### src/rtl/pipeline_control_arbiter_if.sv
// Pipeline control word type and the request/control bundle between hazard
// sources and pipeline_control_arbiter.
package lc3b_pipeline_pkg;

    typedef struct packed {
        logic active;
        logic exclusive;
        logic barrier_IF_ID_stall;
        logic barrier_ID_EX_stall;
        logic barrier_EX_MEM_stall;
        logic barrier_MEM_WB_stall;
        logic barrier_IF_ID_reset;
        logic barrier_ID_EX_reset;
        logic barrier_EX_MEM_reset;
        logic barrier_MEM_WB_reset;
        logic barrier_ID_EX_force_sr1_load;
        logic barrier_ID_EX_force_sr2_load;
        logic stage_IF_stall;
        logic stage_ID_stall;
        logic stage_EX_stall;
        logic stage_MEM_stall;
        logic stage_WB_stall;
    } lc3b_pipeline_control_word;

endpackage

interface pipeline_control_arbiter_if #(
    parameter int NUM_SOURCES = 3,
    parameter int PERF_WIDTH  = 16
);
    import lc3b_pipeline_pkg::*;

    localparam int IDXW = (NUM_SOURCES > 1) ? $clog2(NUM_SOURCES) : 1;

    lc3b_pipeline_control_word request [NUM_SOURCES];
    lc3b_pipeline_control_word pipeline_control;
    logic [NUM_SOURCES-1:0]    grant;
    logic                      lock_valid;
    logic [IDXW-1:0]           lock_source;
    logic [PERF_WIDTH-1:0]     stall_count [NUM_SOURCES];

    modport master (
        output request,
        input  pipeline_control, grant, lock_valid, lock_source, stall_count
    );

    modport slave (
        input  request,
        output pipeline_control, grant, lock_valid, lock_source, stall_count
    );

endinterface

### src/rtl/pipeline_control_arbiter.sv
// Merges per-source pipeline control requests into one control word with a
// sticky exclusive lock. Define PIPELINE_ARBITER_PERF_EN to build stall counters.
module pipeline_control_arbiter #(
    parameter int NUM_SOURCES = 3,
    parameter int PERF_WIDTH  = 16
) (
    input logic                       clk,
    input logic                       rst_n,
    pipeline_control_arbiter_if.slave bus
);
    import lc3b_pipeline_pkg::*;

    localparam int IDXW = (NUM_SOURCES > 1) ? $clog2(NUM_SOURCES) : 1;

    typedef enum logic {
        UNLOCKED,
        LOCKED
    } lock_state_t;

    lock_state_t state, state_next;
    logic [IDXW-1:0] lock_idx, lock_idx_next;

    lc3b_pipeline_control_word held_word, excl_word, merged_word, ctrl;
    logic [NUM_SOURCES-1:0] held_grant, excl_grant, merged_grant, grant;
    logic                   held, excl_found;
    logic [IDXW-1:0]        excl_idx;

    always_ff @(posedge clk or negedge rst_n) begin
        if (!rst_n) begin
            state    <= UNLOCKED;
            lock_idx <= '0;
        end else begin
            state    <= state_next;
            lock_idx <= lock_idx_next;
        end
    end

    always_comb begin
        held         = 1'b0;
        held_word    = '0;
        held_grant   = '0;
        excl_found   = 1'b0;
        excl_idx     = '0;
        excl_word    = '0;
        excl_grant   = '0;
        merged_word  = '0;
        merged_grant = '0;
        for (int unsigned i = 0; i < NUM_SOURCES; i++) begin
            if (state == LOCKED && lock_idx == IDXW'(i) && bus.request[i].active) begin
                held          = 1'b1;
                held_word     = bus.request[i];
                held_grant[i] = 1'b1;
            end
            if (!excl_found && bus.request[i].active && bus.request[i].exclusive) begin
                excl_found    = 1'b1;
                excl_idx      = IDXW'(i);
                excl_word     = bus.request[i];
                excl_grant[i] = 1'b1;
            end
            if (bus.request[i].active) begin
                merged_word     = merged_word | bus.request[i];
                merged_grant[i] = 1'b1;
            end
        end
        merged_word.exclusive = 1'b0;

        ctrl          = '0;
        grant         = '0;
        state_next    = UNLOCKED;
        lock_idx_next = '0;
        // Reset gates the combinational outputs too, so they clear between edges.
        if (!rst_n) begin
            ctrl  = '0;
            grant = '0;
        end else if (held) begin
            ctrl          = held_word;
            grant         = held_grant;
            state_next    = LOCKED;
            lock_idx_next = lock_idx;
        end else if (excl_found) begin
            ctrl          = excl_word;
            grant         = excl_grant;
            state_next    = LOCKED;
            lock_idx_next = excl_idx;
        end else begin
            ctrl  = merged_word;
            grant = merged_grant;
        end
    end

    assign bus.pipeline_control = ctrl;
    assign bus.grant            = grant;
    assign bus.lock_valid       = (state == LOCKED);
    assign bus.lock_source      = lock_idx;

`ifdef PIPELINE_ARBITER_PERF_EN
    function automatic logic has_stall(input lc3b_pipeline_control_word w);
        return w.barrier_IF_ID_stall | w.barrier_ID_EX_stall | w.barrier_EX_MEM_stall |
               w.barrier_MEM_WB_stall | w.stage_IF_stall | w.stage_ID_stall |
               w.stage_EX_stall | w.stage_MEM_stall | w.stage_WB_stall;
    endfunction

    logic [PERF_WIDTH-1:0] cnt [NUM_SOURCES];

    always_ff @(posedge clk or negedge rst_n) begin
        if (!rst_n) begin
            for (int unsigned i = 0; i < NUM_SOURCES; i++) cnt[i] <= '0;
        end else begin
            for (int unsigned i = 0; i < NUM_SOURCES; i++) begin
                if (grant[i] && has_stall(bus.request[i]) && cnt[i] != '1)
                    cnt[i] <= cnt[i] + 1'b1;
            end
        end
    end

    always_comb begin
        for (int unsigned i = 0; i < NUM_SOURCES; i++) bus.stall_count[i] = cnt[i];
    end
`else
    always_comb begin
        for (int unsigned i = 0; i < NUM_SOURCES; i++) bus.stall_count[i] = {PERF_WIDTH{1'b0}};
    end
`endif

endmodule

### src/flat_wrapper.sv
// flat-port wrapper written by rule: the top's interface ports become plain ports
module pipeline_control_arbiter_flat import lc3b_pipeline_pkg::*;
#(
    parameter int NUM_SOURCES = 3,
    parameter int PERF_WIDTH  = 16
)
  (clk, rst_n, bus_request, bus_pipeline_control, bus_grant, bus_lock_valid, bus_lock_source, bus_stall_count);
  pipeline_control_arbiter_if #(.NUM_SOURCES(NUM_SOURCES), .PERF_WIDTH(PERF_WIDTH)) bus_i ();
  input logic clk;
  input logic rst_n;
  input wire logic [$bits(bus_i.request)-1:0] bus_request;
  output wire logic [$bits(bus_i.pipeline_control)-1:0] bus_pipeline_control;
  output wire logic [$bits(bus_i.grant)-1:0] bus_grant;
  output wire logic [$bits(bus_i.lock_valid)-1:0] bus_lock_valid;
  output wire logic [$bits(bus_i.lock_source)-1:0] bus_lock_source;
  output wire logic [$bits(bus_i.stall_count)-1:0] bus_stall_count;
  assign bus_i.request = {>>{bus_request}};
  assign bus_pipeline_control = bus_i.pipeline_control;
  assign bus_grant = bus_i.grant;
  assign bus_lock_valid = bus_i.lock_valid;
  assign bus_lock_source = bus_i.lock_source;
  assign bus_stall_count = {>>{bus_i.stall_count}};
  pipeline_control_arbiter #(.NUM_SOURCES(NUM_SOURCES), .PERF_WIDTH(PERF_WIDTH)) u_core (.clk(clk), .rst_n(rst_n), .bus(bus_i));
endmodule
### config.mk
export PLATFORM = sky130hd
export DESIGN_NAME = pipeline_control_arbiter_flat
export DESIGN_NICKNAME = d
export VERILOG_FILES = /design/src/rtl/pipeline_control_arbiter_if.sv /design/src/rtl/pipeline_control_arbiter.sv /design/src/flat_wrapper.sv
export SDC_FILE = /design/constraint.sdc
export NUM_CORES = 1
export LEC_CHECK = 0
export ABC_AREA = 1
export ABC_CLOCK_PERIOD_IN_PS = 1650
export CAP_MARGIN = 20
export CORE_MARGIN = 4
export CORE_UTILIZATION = 36
export CTS_CLUSTER_DIAMETER = 40
export DETAILED_ROUTE_END_ITERATION = 12
export PLACE_DENSITY = 0.82
export SETUP_SLACK_MARGIN = 0.2
export SLEW_MARGIN = 0
export SYNTH_ARGS = -nofsm -noshare
export SYNTH_HDL_FRONTEND = slang
export SYNTH_SLANG_ARGS = --single-unit
### constraint.sdc
create_clock -name clk -period 1.65 [get_ports clk]
set_clock_uncertainty 0.05 [all_clocks]
set_input_delay 0.2475 -clock clk [delete_from_list [all_inputs] [get_ports clk]]
set_output_delay 0.2475 -clock clk [all_outputs]
set_load 0.005 [all_outputs]
==> PnR_summary.wiki, run 1 <==
{| class="wikitable"
! Metric !! Value
|-
| Number of non-filler instances in the completed layout || 532
|-
| F_max || 496 MHz
|-
| Filler cell count in the final layout || 440
|-
| Half-perimeter wire length after detailed placement || 4740 um
|-
| Combinational family with the most area after synthesis || simple AND/OR/NAND/NOR gates
|-
| Signed area change from the synthesized netlist to the final layout || 70.1%
|-
| Clock transition time at the flip-flop clock pins of the worst setup and hold paths || 30 ps
|-
| Final antenna-violating net count || 0
|-
| Kind of path behind the tightest hold check || in2async
|-
| Final Critical Period || just over 2000 ps
|-
| Mux share of post-synthesis cell area || 0
|-
| Average via count per standard cell || roughly 4.7
|-
| Initial antenna violation count || 0
|-
| Clock tree root driver cell || sky130_fd_sc_hd__clkbuf_8
|-
| Clock H-tree levels || 1
|-
| Run status || finished, violations left
|-
| Layout cell share with drive strength beyond 1 || 0.305
|-
| Power per Cell Area || roughly 350 nW/um^2
|-
| Simple-Gate Fraction of Synth Area || 0.541
|-
| Effective utilization at floorplan || 0.375
|-
| Worst Reg2Reg Path Length in Cells || 10
|-
| Post-synthesis sequential area ratio || 0.0418
|-
| Setup WS post-layout || -368 ps
|-
| Share of the synthesized area in compound gates (AO/OA/AOI/OAI) || 0.0808
|-
| Combined area of all synthesized cells || 1800 sq um
|-
| Data arrival at the endpoint of the critical path || 1720 ps
|-
| Horizontal extent of the die || 78.6 um
|-
| Max Slew Vio Count || 0
|-
| CTS tree || done
|-
| Multi-input combinational cell area || 1480 sq um
|-
| Wire length per cell after detailed routing || around 13 um
|-
| Violations in the final reports || negative setup slack
|-
| Number of library cell types mapped by synthesis || 24
|-
| RD Place Congestion || 0.854
|-
| Insertion delay of the later-clocked pin in the worst-skew pair || 220 ps
|-
| Number of global-route vias before repair || roughly 2500
|-
| Synthesis-stage register bit count || 3
|-
| Average instance area after synthesis || 5.14 sq um
|-
| Number of nets in the final layout || 519
|-
| Largest fanout on the critical path || 7
|-
| Endpoint class of the critical path || output port
|-
| Most used cells in the layout excluding fill and tap cells || sky130_fd_sc_hd__nand2_1, sky130_fd_sc_hd__conb_1, sky130_fd_sc_hd__clkdlybuf4s50_1
|-
| Leakage Power || 1.73 nW
|-
| Number of buffers on the longest clock path || 2
|-
| Peak ir drop on the vdd network || approximately 0.00022 V
|-
| Placed cell areas || 2680 sq um
|-
| Top cells by area, synth || sky130_fd_sc_hd__nand2_1, sky130_fd_sc_hd__buf_4, sky130_fd_sc_hd__nand3_1
|-
| Share of the cycle needed by the critical path after routing || 1.22
|-
| Max cap viols || 0
|-
| Startpoint Class || flop
|-
| Overall overflow remaining after global route || 0
|-
| Core area || 4790 sq um
|-
| Register Area || 76.3 sq um
|-
| Count of pins on the block boundary || 124
|-
| Portion of synthesized cell area occupied by the leading cell type || 0.339
|-
| Residual DRC || 0
|-
| Final setup vio count || 19
|-
| Placed insts || roughly 510
|-
| Count of warnings emitted by yosys || 0
|-
| Category of the most critical setup path || reg2out
|-
| Synthesized-area fraction occupied by xor and xnor cells || 0
|-
| Floorplan die height || 78.6 um
|-
| Data required, critical path || 1350 ps
|-
| GRT Resource Usage Total || 0.208
|-
| Number of antenna repair diodes || 0
|-
| Die outline area || 6180 sq um
|-
| DRC marker count from the first detailed-route iteration || 250
|-
| Setup repair after global routing missed its margin || true
|-
| Vias post-DR || 2485
|-
| Number of placement rows || 25
|-
| Most area-hungry cell type in the Yosys netlist || sky130_fd_sc_hd__nand2_1
|-
| Number of buffers inserted by hold repair at cts || 0
|-
| Wirelength, routed || 6810 um
|-
| First-pass GRT wire length || roughly 11000 um
|-
| Post-route cell area || 3050 sq um
|-
| Synthesized-area fraction occupied by adder cells || 0
|-
| Sink count of the clock tree || 3
|-
| Number of buffers created by CTS || 3
|-
| Pin count of the biggest net entering global routing || 15
|-
| Cells after Synth || 349
|-
| Count of input and output buffers || 75
|-
| Most common cell after layout, fill and taps aside || sky130_fd_sc_hd__nand2_1
|-
| Final hold violations || 0
|-
| First-pass iteration count of the detailed router || 5
|}
[cell usage after synthesis (all sizes together)]
library cell,instances
nor2,10
dfrtp,3
nor3,2
buf,66
nand3,49
clkinv,1
nand2,166
inv,27
o21ai,2
a31oi,1
conb,1
a21oi,19
clkbuf,2
[cell type report]
type	instances	area share
well taps	67	0.0274
flip-flops and latches	3	0.0250
multi-input cells	298	0.486
clock buffers	4	0.0147
inverters	28	0.0361
repair buffers	132	0.411
[flip-flops by register name (all words and copies together), names as in the netlist]
| name | cells |
|---|---|
| u_core.bus.lock_valid | 1 |
| u_core.bus.lock_source | 2 |
[critical path, cell delays in order (launching register included)]
cell and delay (ps):
sky130_fd_sc_hd__dfrtp_1 400, sky130_fd_sc_hd__buf_6 130, sky130_fd_sc_hd__nor2_4 130, sky130_fd_sc_hd__nand2_4 70
sky130_fd_sc_hd__buf_8 140, sky130_fd_sc_hd__buf_12 130, sky130_fd_sc_hd__buf_8 130, sky130_fd_sc_hd__nand3_1 80
sky130_fd_sc_hd__nand2_1 50, sky130_fd_sc_hd__nand2_1 70, sky130_fd_sc_hd__a21oi_2 50, sky130_fd_sc_hd__buf_2 120
[power by group]
part           leakage [nW]  internal (mW)  total [mW]  switching (mW)
logic                  1.67          0.381       0.766           0.386
clock network        0.0228          0.166       0.223          0.0579
registers            0.0383         0.0782      0.0827         0.00450
[what timing repair did]
item | 4_1_cts | 5_1_grt
pin swaps | 20 | 28
cloned | 3 | 0
setup buffers | 13 | 3
setup endpoints to repair | 25 | 23
gates resized for setup | 123 | 44
[cells by family (layout without fill, tap and decap cells)]
logic type             count (synthesis)  after routing
AND/OR/NAND/NOR                      227            228
other                                  1             48
AO/OA/AOI/OAI                         22             22
flip-flops                             3              3
buffers and inverters                 96            164
[metal layers]
metal,part of all wire,GRT usage,vias up
li1,-,-,1217
met1,0.38,0.232,1090
met2,0.51,0.390,163
met3,0.093,0.0298,15
met4,0.014,0.0857,0
met5,0,0,-
[worst paths after layout]
kind | startpoint | endpoint | slack [ps]
setup / recovery | u_core.bus.lock_source[0]$_DFFE_PN0P_ | bus_pipeline_control[14] | -370
hold / removal | rst_n | u_core.bus.lock_valid$_DFF_PN0_ | 70
setup reg to reg | u_core.bus.lock_valid$_DFF_PN0_ | u_core.bus.lock_source[1]$_DFFE_PN0P_ | 90
hold reg to reg | u_core.bus.lock_source[1]$_DFFE_PN0P_ | u_core.bus.lock_source[0]$_DFFE_PN0P_ | 940
max in group asynchronous | rst_n | u_core.bus.lock_source[0]$_DFFE_PN0P_ | 1280
min in group clk | rst_n | u_core.bus.lock_valid$_DFF_PN0_ | 640
[per-stage QoR]
step	setup slack, ps	hold slack [ps]	power [mW]	util	setup TNS [ps]
floorplan	162	-98.1	0.498	-	0
global placement	-809	528	0.761	0.560	-15740
detailed placement	-866	525	0.771	0.560	-16450
CTS	-349	50.4	1.02	0.605	-6000
global route	-459	75.2	1.15	0.638	-7670
finish	-368	72.0	1.07	0.638	-6000
Power figures use the tool's default switching activity.
==> run 2: changes to the inputs <==
--- a/config.mk
+++ b/config.mk
@@ -14,6 +14,7 @@
 export DETAILED_ROUTE_END_ITERATION = 12
 export PLACE_DENSITY = 0.82
 export SETUP_SLACK_MARGIN = 0.2
+export SKIP_LAST_GASP = 1
 export SLEW_MARGIN = 0
 export SYNTH_ARGS = -nofsm -noshare
 export SYNTH_HDL_FRONTEND = slang
==> PnR_summary.wiki, run 2 (same netlist as run 1, synthesis figures left out) <==
{| class="wikitable"
! Metric !! Value
|-
| Share of the cycle needed by the critical path after routing || 1.22 (-0.00743)
|-
| Number of placement rows || 25 (unchanged)
|-
| Signed area change from the synthesized netlist to the final layout || 67.5%
|-
| Pre-CTS worst setup slack || -866 ps (unchanged)
|-
| F_max || 499 MHz (+0.61%)
|-
| Number of antenna repair diodes || 0 (unchanged)
|-
| Endpoint class of the critical path || output port
|-
| Peak ir drop on the vdd network || 0.000224 V (about the same)
|-
| Initial antenna violation count || 0 (unchanged)
|-
| Max cap viols || 0 (unchanged)
|-
| Levels on crit path || 12 (+1)
|-
| Largest fanout on the critical path || 13 (+6)
|-
| Max Slew Vio Count || 0 (unchanged)
|-
| Count of pins on the block boundary || 124 (unchanged)
|-
| Wire length per cell after detailed routing || 12.5 um (-2.6%)
|-
| Residual DRC || 0 (unchanged)
|-
| Crit-path cells || buf_6 -> nor2_4 -> nand2_4 -> buf_8 -> buf_12 -> nand3_1 -> nand2_2 -> nand2_4 -> nand2_2 -> nand2_1 -> a21oi_1 -> buf_2
|-
| Count of input and output buffers || 75 (unchanged)
|-
| Violations in the final reports || negative setup slack
|-
| Multi-input combinational cell area || 1450 sq um (-2.0%)
|-
| Half-perimeter wire length after detailed placement || 4740 um (unchanged)
|-
| Most used cells in the layout excluding fill and tap cells || sky130_fd_sc_hd__nand2_1, sky130_fd_sc_hd__conb_1, sky130_fd_sc_hd__clkdlybuf4s50_1
|-
| Worst Reg2Reg Path Length in Cells || 10 (unchanged)
|-
| Flip-flop count of the largest register after layout || 2 (unchanged)
|-
| GRT Resource Usage Total || 0.208 (unchanged)
|-
| Floorplan die height || 78.6 um (unchanged)
|-
| DRC marker count from the first detailed-route iteration || 243 (-2.8%)
|-
| Clock transition time at the flip-flop clock pins of the worst setup and hold paths || 30 ps (about the same)
|-
| Number of nets in the final layout || 517 (-0.39%)
|-
| Die outline area || 6180 sq um (unchanged)
|-
| Insertion delay of the later-clocked pin in the worst-skew pair || 220 ps (about the same)
|-
| Data required, critical path || 1350 ps (about the same)
|-
| Most common cell after layout, fill and taps aside || sky130_fd_sc_hd__nand2_1
|-
| Average via count per standard cell || 4.63 (-0.92%)
|-
| Horizontal extent of the die || 78.6 um (unchanged)
|-
| Number of non-filler instances in the completed layout || 530 (-0.38%)
|-
| Final Critical Period || 2010 ps (-12.3 ps)
|-
| Placed insts || 509 (unchanged)
|-
| RD Place Congestion || 0.854 (unchanged)
|-
| First-pass iteration count of the detailed router || 7 (+2)
|-
| Final antenna-violating net count || 0 (unchanged)
|-
| First-pass GRT wire length || 10800 um (unchanged)
|-
| Clock tree root driver cell || sky130_fd_sc_hd__clkbuf_8
|-
| Sink count of the clock tree || 3 (unchanged)
|-
| Setup slack of the most critical reg-to-reg path || 100 ps (about the same)
|-
| Layout cell share with drive strength beyond 1 || 0.285 (-0.0203)
|-
| Origin of the critical flop-to-flop path || u_core.bus.lock_valid$_DFF_PN0_
|-
| Final hold violations || 0 (unchanged)
|-
| Capturing instance or port of the critical path || bus_pipeline_control[0]
|-
| Wirelength, routed || 6610 um (-3.0%)
|-
| Capture instance of the worst register-to-register path || u_core.bus.lock_source[1]$_DFFE_PN0P_
|-
| Filler cell count in the final layout || 434 (-1.4%)
|-
| Pin count of the biggest net entering global routing || 15 (unchanged)
|-
| Clock H-tree levels || 1 (unchanged)
|-
| Overall overflow remaining after global route || 0 (unchanged)
|-
| Category of the most critical setup path || reg2out
|-
| Setup WS post-layout || -355 ps (+12.3 ps)
|-
| Final setup vio count || 19 (unchanged)
|-
| Core area || 4790 sq um (unchanged)
|-
| Register Area || 76.3 sq um (unchanged)
|-
| Family with the most delay on the worst path || buffers and inverters
|-
| WP buf/inv || 4 (-1)
|-
| Run status || finished, violations left
|-
| Power per Cell Area || 353 nW/um^2 (+0.54%)
|-
| Leakage Power || 1.72 nW (-0.44%)
|-
| Number of buffers on the longest clock path || 2 (unchanged)
|-
| Slowest cell delay on critical path || 390 ps (about the same)
|-
| Worst-path cell with the longest stage delay || sky130_fd_sc_hd__dfrtp_1
|-
| Startpoint Class || flop
|-
| Vias post-DR || 2453 (-1.3%)
|-
| Number of buffers created by CTS || 3 (unchanged)
|-
| Number of global-route vias before repair || 2477 (unchanged)
|-
| Setup repair after global routing missed its margin || true
|-
| Worst Setup SP || u_core.bus.lock_source[0]$_DFFE_PN0P_
|-
| Effective utilization at floorplan || 0.375 (unchanged)
|-
| CTS tree || done
|-
| Data arrival at the endpoint of the critical path || 1710 ps (about the same)
|-
| Kind of path behind the tightest hold check || in2async
|}
[run 2: repair_timing]
action                                  in CTS  in global routing
pin swaps                                   20                 22
setup buffers                               13                  1
endpoints found under the hold margin        0                  0
gates resized for setup                    122                 32
hold buffers                                 0                  0
cloned                                       3                  0
endpoints found under the setup margin      25                 24
[run 2: worst register-to-register path: stages (launching register included)]
cell	delay, ps
sky130_fd_sc_hd__dfrtp_1	370
sky130_fd_sc_hd__inv_2	50
sky130_fd_sc_hd__nor2_4	150
sky130_fd_sc_hd__nand3_4	130
sky130_fd_sc_hd__buf_6	150
sky130_fd_sc_hd__buf_6	110
sky130_fd_sc_hd__nand3_4	70
sky130_fd_sc_hd__buf_6	110
sky130_fd_sc_hd__nor3_1	40
sky130_fd_sc_hd__nor2_1	130
sky130_fd_sc_hd__nor2_1	60
[run 2: how the worst min path moves through the flow]
stage	to	slack, ps	depth (start not counted)
final	u_core.bus.lock_valid$_DFF_PN0_	70	2
after global placement	u_core.bus.lock_valid$_DFF_PN0_	530	2
after CTS	u_core.bus.lock_source[1]$_DFFE_PN0P_	50	2
after detailed placement	u_core.bus.lock_source[1]$_DFFE_PN0P_	530	2
after global routing	u_core.bus.lock_source[1]$_DFFE_PN0P_	80	2
after floorplan	u_core.bus.lock_source[0]$_DFFE_PN0P_	-100	0
[run 2: layout make-up]
cell class              instances  share of cell area
clock buffers                   4              0.0150
inverters                      28              0.0366
multi-input cells             298               0.483
well taps                      67              0.0279
repair buffers                130               0.412
flip-flops and latches          3              0.0254
[run 2: per-layer routing]
layer  GRT usage  part of all wire
met5           0                 0
met4      0.0857             0.015
met3      0.0298              0.10
met2       0.390              0.52
met1       0.232              0.37
[run 2: through the flow]
step	util	hold WS (ps)	area (sq um)	total power [mW]	setup TNS, ps
after global routing	0.628	75.2	3010	1.14	-7730
final	0.628	68.9	3010	1.06	-5780
after global placement	0.560	528	2680	0.761	-15740
after detailed placement	0.560	525	2680	0.771	-16450
after CTS	0.605	50.4	2900	1.02	-6000
after floorplan	-	-98.1	1990	0.498	0
[run 2: where the power goes]
group          switching [mW]  internal, mW  leakage [nW]
Combinational           0.377         0.379          1.66
Sequential            0.00431        0.0782        0.0383
Clock                  0.0582         0.166        0.0228
Total                   0.439         0.623          1.72
